==> config.mk <==
export PLATFORM = sky130hd
export DESIGN_NAME = tt_um_logic_acc
export DESIGN_NICKNAME = d
export VERILOG_FILES = /design/src/rtl/logic_acc_pkg.sv /design/src/rtl/logic_acc_alu.sv /design/src/rtl/tt_um_logic_acc.sv
export SDC_FILE = /design/constraint.sdc
export NUM_CORES = 1
export LEC_CHECK = 0
export CAP_MARGIN = 0
export CORE_UTILIZATION = 40
export DETAILED_ROUTE_END_ITERATION = 7
export HOLD_SLACK_MARGIN = 0.06
export PLACE_DENSITY_LB_ADDON = 0.12
export SETUP_SLACK_MARGIN = 0.5
export SLEW_MARGIN = 20
export SYNTH_ARGS = -nofsm -noshare
export SYNTH_HDL_FRONTEND = slang
export SYNTH_SLANG_ARGS = --single-unit
==> constraint.sdc <==
create_clock -name clk -period 2.2 [get_ports clk]
set_input_delay 0.66 -clock clk [delete_from_list [all_inputs] [get_ports clk]]
set_output_delay 0.66 -clock clk [all_outputs]
set_load 0.05 [all_outputs]
==> src/rtl/logic_acc_pkg.sv <==
// Shared types and pin map for the logic accumulator tile.
// Latency: none (declarations only).
// Backpressure: none (declarations only).
package logic_acc_pkg;

    // Bitwise step operations, applied as acc <= f(acc, B)
    typedef enum logic [2:0] {
        OP_AND  = 3'd0,
        OP_OR   = 3'd1,
        OP_XOR  = 3'd2,
        OP_NAND = 3'd3,
        OP_NOR  = 3'd4,
        OP_XNOR = 3'd5,
        OP_ANDN = 3'd6,
        OP_PASS = 3'd7
    } op_e;

    // Encodings are exported on the debug pins, so they are fixed
    typedef enum logic [1:0] {
        ST_IDLE = 2'b00,
        ST_RUN  = 2'b01,
        ST_DONE = 2'b10
    } state_e;

    // uio_in control bits (op select occupies [2:0])
    localparam int UIO_START_BIT = 3;
    localparam int UIO_STEP_BIT  = 4;
    localparam int UIO_CLEAR_BIT = 5;

    // uo_out flag bits (accumulator occupies [3:0])
    localparam int UO_DONE_BIT   = 4;
    localparam int UO_BUSY_BIT   = 5;
    localparam int UO_ZERO_BIT   = 6;
    localparam int UO_PARITY_BIT = 7;

endpackage

==> src/rtl/logic_acc_alu.sv <==
// Combinational bitwise function y = f(op, x, y_in) for one accumulator step.
// Latency: 0 cycles, purely combinational.
// Backpressure: none.
module logic_acc_alu
    import logic_acc_pkg::*;
#(
    parameter int WIDTH = 4
) (
    input  logic [2:0]       op,
    input  logic [WIDTH-1:0] x,
    input  logic [WIDTH-1:0] y,
    output logic [WIDTH-1:0] f
);

    // Select one of the eight bitwise combinations of accumulator and operand
    always_comb begin
        f = x;
        case (op_e'(op))
            OP_AND:  f = x & y;
            OP_OR:   f = x | y;
            OP_XOR:  f = x ^ y;
            OP_NAND: f = ~(x & y);
            OP_NOR:  f = ~(x | y);
            OP_XNOR: f = ~(x ^ y);
            OP_ANDN: f = x & ~y;
            OP_PASS: f = y;
            default: f = x;
        endcase
    end

endmodule

==> src/rtl/tt_um_logic_acc.sv <==
// Sequential logic accumulator tile: start latches A and op, steps fold B in, DONE holds result + flags.
// Latency: start/step/clear sampled at edge t are visible on uo_out from t+1; outputs fully registered.
// Backpressure: none; steps outside RUN are dropped. Optional LOGIC_ACC_DEBUG_EN exports state on uio_out[7:6].
module tt_um_logic_acc
    import logic_acc_pkg::*;
#(
    parameter int WIDTH   = 4,
    parameter int NUM_OPS = 4
) (
    input  logic       clk,
    input  logic       rst_n,
    input  logic       ena,
    input  logic [7:0] ui_in,
    input  logic [7:0] uio_in,
    output logic [7:0] uo_out,
    output logic [7:0] uio_out,
    output logic [7:0] uio_oe
);

    localparam int CNT_W = $clog2(NUM_OPS + 1);

    state_e           state_q, state_d;
    logic [WIDTH-1:0] acc_q, acc_d;
    logic [CNT_W-1:0] cnt_q, cnt_d;
    logic [2:0]       op_q, op_d;
    logic             start_q;
    logic             start_pulse;
    logic             step;
    logic             clear;
    logic [WIDTH-1:0] opnd_a;
    logic [WIDTH-1:0] opnd_b;
    logic [WIDTH-1:0] alu_f;
    logic [3:0]       acc_pad;
    logic             unused_ok;

    assign opnd_a      = ui_in[WIDTH-1:0];
    assign opnd_b      = ui_in[4+WIDTH-1:4];
    assign step        = uio_in[UIO_STEP_BIT];
    assign clear       = uio_in[UIO_CLEAR_BIT];
    assign start_pulse = uio_in[UIO_START_BIT] & ~start_q;

    // ena is tied high on the tile; spare input bits are deliberately ignored
    assign unused_ok = &{1'b0, ena, ui_in, uio_in};

    logic_acc_alu #(
        .WIDTH (WIDTH)
    ) u_alu (
        .op (op_q),
        .x  (acc_q),
        .y  (opnd_b),
        .f  (alu_f)
    );

    // Next-state: clear beats start pulse, start pulse beats step
    always_comb begin
        state_d = state_q;
        acc_d   = acc_q;
        cnt_d   = cnt_q;
        op_d    = op_q;
        if (clear) begin
            state_d = ST_IDLE;
            acc_d   = '0;
            cnt_d   = '0;
        end else if (start_pulse) begin
            state_d = ST_RUN;
            acc_d   = opnd_a;
            cnt_d   = '0;
            op_d    = uio_in[2:0];
        end else if (state_q == ST_RUN && step) begin
            acc_d = alu_f;
            cnt_d = cnt_q + 1'b1;
            if (cnt_q == CNT_W'(NUM_OPS - 1)) begin
                state_d = ST_DONE;
            end
        end
    end

    // State, accumulator, step counter, latched op and start edge detector
    always_ff @(posedge clk or negedge rst_n) begin
        if (!rst_n) begin
            state_q <= ST_IDLE;
            acc_q   <= '0;
            cnt_q   <= '0;
            op_q    <= 3'd0;
            start_q <= 1'b0;
        end else begin
            state_q <= state_d;
            acc_q   <= acc_d;
            cnt_q   <= cnt_d;
            op_q    <= op_d;
            start_q <= uio_in[UIO_START_BIT];
        end
    end

    // Result and flags decoded from registered state only
    always_comb begin
        acc_pad                = 4'(acc_q);
        uo_out                 = {4'b0000, acc_pad};
        uo_out[UO_DONE_BIT]    = (state_q == ST_DONE);
        uo_out[UO_BUSY_BIT]    = (state_q == ST_RUN);
        uo_out[UO_ZERO_BIT]    = (state_q == ST_DONE) && (acc_q == '0);
        uo_out[UO_PARITY_BIT]  = (state_q == ST_DONE) && (^acc_q);
    end

`ifdef LOGIC_ACC_DEBUG_EN
    assign uio_out = {state_q, 6'b000000};
    assign uio_oe  = 8'b1100_0000;
`else
    assign uio_out = 8'h00;
    assign uio_oe  = 8'h00;
`endif

endmodule

# Yosys cells after proc, flatten, opt, wreduce, memory -nomap -nowiden
# Cells that the tools add are included.
# word_totals
input_bits	19
out_inout_bits	24
register_bits	13
romBits	0
n_memories	0
latchBits	0
mem_bits_rw	0
# classes
multipliers	0
n_lt_le_gt_ge	0
muxes	11
div_mod_pow	0
eq_ne	10
n_reduce_logical	10
addsub	1
n_shift	0
bitwise	11
# ops
cell	n
$pmux W4 S8	1
$not A4 Y4	4
$eq A3 B3 Y1 const B	4
$mux W4	3
$eq A3 B2 Y1 const B	3
$mux W3	3
$and A4 B4 Y4	2
$mux W2	4
$reduce_bool A3 Y1	2
$logic_not A4 Y1	1
$or A4 B4 Y4	1
$reduce_and A2 Y1	2
$reduce_xor A4 Y1	1
$xor A4 B4 Y4	1
$add A3 B1 Y3 const B	1
$eq A3 B1 Y1 const B	1
$logic_and A1 B1 Y1	3
$logic_not A3 Y1	1
$eq A2 B1 Y1 const B	1
$eq A2 B2 Y1 const B	1
$not A1 Y1	2
$and A1 B1 Y1	1

# Logic depth before layout (Yosys ltp)
# logic_depth
word_depth	6
depth_mapped	7

# By module
# From an unflattened synthesis, not the netlist that was laid out.
# unflattened
cells_unflattened	148
area_unflattened_um2	1316.3
# modules_own_cells
mod	n_inst	cells_each	area_each_um2	seq_area_each_um2
tt_um_logic_acc	1	77	805.8	325.3
logic_acc_alu	1	71	510.5	0.0

# Least setup slack after synthesis
# Ideal clock, no wire load.
# synth_timing
path_kind	flip-flop to output port
startpoint	register acc_q[2] (netlist: acc_pad[2])
endpoint	output uo_out[7]
n_path_buf	0
path_stages_with_launch	5
arrival_time_ps	2301
required_ps	1540
slack_ps	-761
path_cell_list	dfrtp_1 > inv_1 > ha_1 > xnor2_1 > nor3_1
# synth_between
elab_chain_len	2
# synth_lines
element	line_no	source
start: declaration	tt_um_logic_acc.sv:23	logic [WIDTH-1:0] acc_q, acc_d;
start signal: assignment	tt_um_logic_acc.sv:82	acc_q <= '0;
start signal: assignment	tt_um_logic_acc.sv:88	acc_q <= acc_d;
$reduce_xor A4 Y1	tt_um_logic_acc.sv:102	uo_out[UO_PARITY_BIT] = (state_q == ST_DONE) && (^acc_q);
$logic_and A1 B1 Y1	tt_um_logic_acc.sv:102	
end: declaration	tt_um_logic_acc.sv:15	output logic [7:0] uo_out,
# Every way passes these cells.

# Worst setup path after layout
# Ends and elaborated chain as after synthesis.

==> impl_metrics.toml <==
[synthesis]
postSynthAreaPerCell_um2 = 8.80
synth_edf_count = 0
synthFlopType = "dfrtp_1"
synth_cell_types = 41
async_flop_share = 1.00
yosysWarnings = 0
syn_inst = 140
syn-cell-area_mm2 = 0.00123
synth-seq-cells = 13
synth_seq_area_share = 0.264

[layout]
final.fill_count = 232
final_net_count = 221
drive_gt1_frac = 0.416
fin_area_mm2 = 0.00185
synthToLayoutAreaGrowth_pct = 49.7
antenna_cells = 0

[pwr]
cell_internal_pwr_mw = 0.567
p_sw_mw = 0.401
comb_power_share = 0.513
p_leak_nw = 0.824
switching_share = 0.414
ir_drop_uv = 318
finalPower_mw = 0.968
seqPwrFrac = 0.322
p_per_area_mw_per_mm2 = 524
clkPwrFrac = 0.165

[floorplanning]
ios = 43
fp.coreArea_mm2 = 0.00283
die_h_um = 57.5
rows = 19
die_x_um = 57.5
initial_core_util = 0.436
die_area_mm2 = 0.00331

[critical_path]
crit_chain = "inv_4 -> ha_4 -> xnor2_4 -> nor3_4 -> buf_12"
cp.depth = 5
slowest_stage = "dfrtp_2"
crit_family = "flip-flops"
reg2reg_depth = 8
critPathCaptureType = "output pin"
reg2reg_to = "acc_pad[2]$_DFFE_PN0P_"
critPathBufInv = 2
r2r_slack_ns = 0.40
r2r_start = "acc_pad[2]$_DFFE_PN0P_"
worstSetupPathType = "flip-flop to output pin"
required_ns = 1.54
path_max_fanout = 2
cpPeakStageDelay_ns = 0.43
start_kind = "flip-flop"
crit_arrival_ns = 1.45

[worst_hold_path]
hold_class = "flip-flop to flip-flop"
hold_start = "cnt_q[1]$_DFFE_PN0P_"
whs_path_depth = 2
hold_end = "cnt_q[1]$_DFFE_PN0P_"

[timing]
worst_slack_ns = 0.0890
report.final.slew_viol_count = 0
worstMarginPinSlew_ns = 0.501
max_freq_mhz = 474
fin_skew_ns = 0.00375
whs_ns = 0.535
period_share = 0.960
rsz0062_at_grt = "yes"
hold_violations = 0
finalSetupViolations = 0
max_slew_margin = 0.666
period_needed_ns = 2.11

[place]
portBuffers = 23
dp_hpwl_mm = 2.13
dpl_cell_area_mm2 = 0.00158
place.gp.congestion = 0.803
post-place-ws_ns = -0.177

[routing]
via_per_inst = 5.09
totalWireLength_mm = 2.89
dr_total_vias = 1099
ant_nets = 0
first_pass_iters = 6
dr.first_iter.drc_count = 20
avgRoutedWirePerCell_um = 13.4
drc = 4

[clock_tree]
hold_buffers = 0
cts_made_buffers = 3
clock_sinks = 13
cts_tree = "done"
cts-root-buf = "clkbuf_4"
clk_pin_slew_ns = 0.09
clk_latency_ns = 0.29
clock_tree.buffer_depth = 2
cts_max_level = 1

[job]
maxCapViolCount = 0

[status]
violations = "DRC"
outcome = "complete, but fails checks"

[global_route]
grt_pass1_vias = 1087
track_usage = 0.189
grt_max_degree = 16
overflow = 0
grt_pass1_wl_mm = 4.80
antenna_found_initial = 0
[cell usage in the layout (no fill, tap or decap), types with 4 or more instances in the layout]
cell type | synthesis | layout
inv_1 | 13 | 6
a21oi_1 | 5 | 5
buf_4 | 16 | 18
nand2_1 | 12 | 11
dfrtp_1 | 13 | 7
ha_4 | 0 | 6
nor3_1 | 6 | 4
conb_1 | 1 | 16
clkdlybuf4s50_1 | 0 | 11
buf_6 | 1 | 7
inv_2 | 1 | 6
ha_1 | 16 | 10
o21ai_0 | 8 | 6
o21ai_1 | 6 | 5
dfrtp_2 | 0 | 6
[cell usage after synthesis, types with 2 or more instances]
cell	count	share of area
xnor2_1	2	0.014
inv_1	13	0.040
a22oi_1	3	0.018
nor2_1	5	0.015
nand2b_1	4	0.020
dfrtp_1	13	0.26
ha_1	16	0.16
buf_4	16	0.097
nand2_1	12	0.037
o21ai_0	8	0.032
buf_2	2	0.0081
o21ai_1	6	0.024
mux2i_1	3	0.024
a21oi_1	5	0.020
nor3_1	6	0.024
[metal layers]
metal / GRT usage / routed length (um) / vias to the layer above
li1: - / - / 547
met1: 0.247 / 1330 / 521
met2: 0.316 / 1440 / 25
met3: 0.0249 / 70 / 6
met4: 0.0732 / 55 / 0
met5: 0 / 0 / -
[repair_timing]
action / CTS / global route
setup buffers: 8 / 3
gates resized for setup: 24 / 22
pin swaps: 8 / 4
setup endpoints to repair: 8 / 12
[sequential cells by signal, summed over array words and instances (netlist names)]
name / cells
state_q: 2
start_q: 1
acc_pad: 4
cnt_q: 3
op_q: 3
[cell type report]
class	instances	area, um2	area share
well taps	31	38.8	0.0210
repair buffers	46	467	0.253
inverters	14	57.6	0.0312
flip-flops and latches	13	333	0.180
clock buffers	4	26.3	0.0142
multi-input cells	108	923	0.500
[worst max path at each step]
stage,start,endpoint,slack (ns)
2_1_floorplan,acc_pad[3]$_DFFE_PN0P_,uo_out[7],0.04
3_3_place_gp,ui_in[6],acc_pad[2]$_DFFE_PN0P_,-0.14
3_5_place_dp,ui_in[6],acc_pad[2]$_DFFE_PN0P_,-0.18
4_1_cts,acc_pad[0]$_DFFE_PN0P_,uo_out[7],0.07
5_1_grt,acc_pad[1]$_DFFE_PN0P_,uo_out[7],0.03
6_report,acc_pad[2]$_DFFE_PN0P_,uo_out[7],0.09
[power by group through the flow]
stage          Sequential [mW]  Combinational, mW  Clock [mW]
6_report                 0.312              0.497       0.159
5_1_grt                  0.318              0.532       0.177
4_1_cts                  0.308              0.459       0.167
3_5_place_dp             0.315              0.397           0
3_3_place_gp             0.313              0.392           0
2_1_floorplan            0.313              0.312           0
[stage by stage]
step / utilization / setup TNS [ns] / cells
2_1_floorplan: - / 0 / 155
3_3_place_gp: 0.559 / -0.249 / 201
3_5_place_dp: 0.559 / -0.296 / 201
4_1_cts: 0.617 / 0 / 213
5_1_grt: 0.652 / 0 / 216
6_report: 0.652 / 0 / 216
[worst register-to-register path, cell delays in order (launching register included)]
cell      delay (ns)
dfrtp_2         0.43
buf_4           0.14
buf_6           0.12
ha_4            0.15
or3b_1          0.34
o311ai_1        0.09
o21ai_1         0.10
nor4b_4         0.15
a211oi_2        0.20
[logic make-up after synthesis]
family / after synthesis / synth area share
and+or+nand+nor: 38 / 0.184
buffers and inverters: 34 / 0.160
AOI/OAI and AO/OA: 31 / 0.160
adders and majority gates: 16 / 0.162
DFF: 13 / 0.264
muxes: 5 / 0.0518
xor gates and xnor gates: 2 / 0.0142
other: 1 / 0.00304
Power figures use the tool's default switching activity.
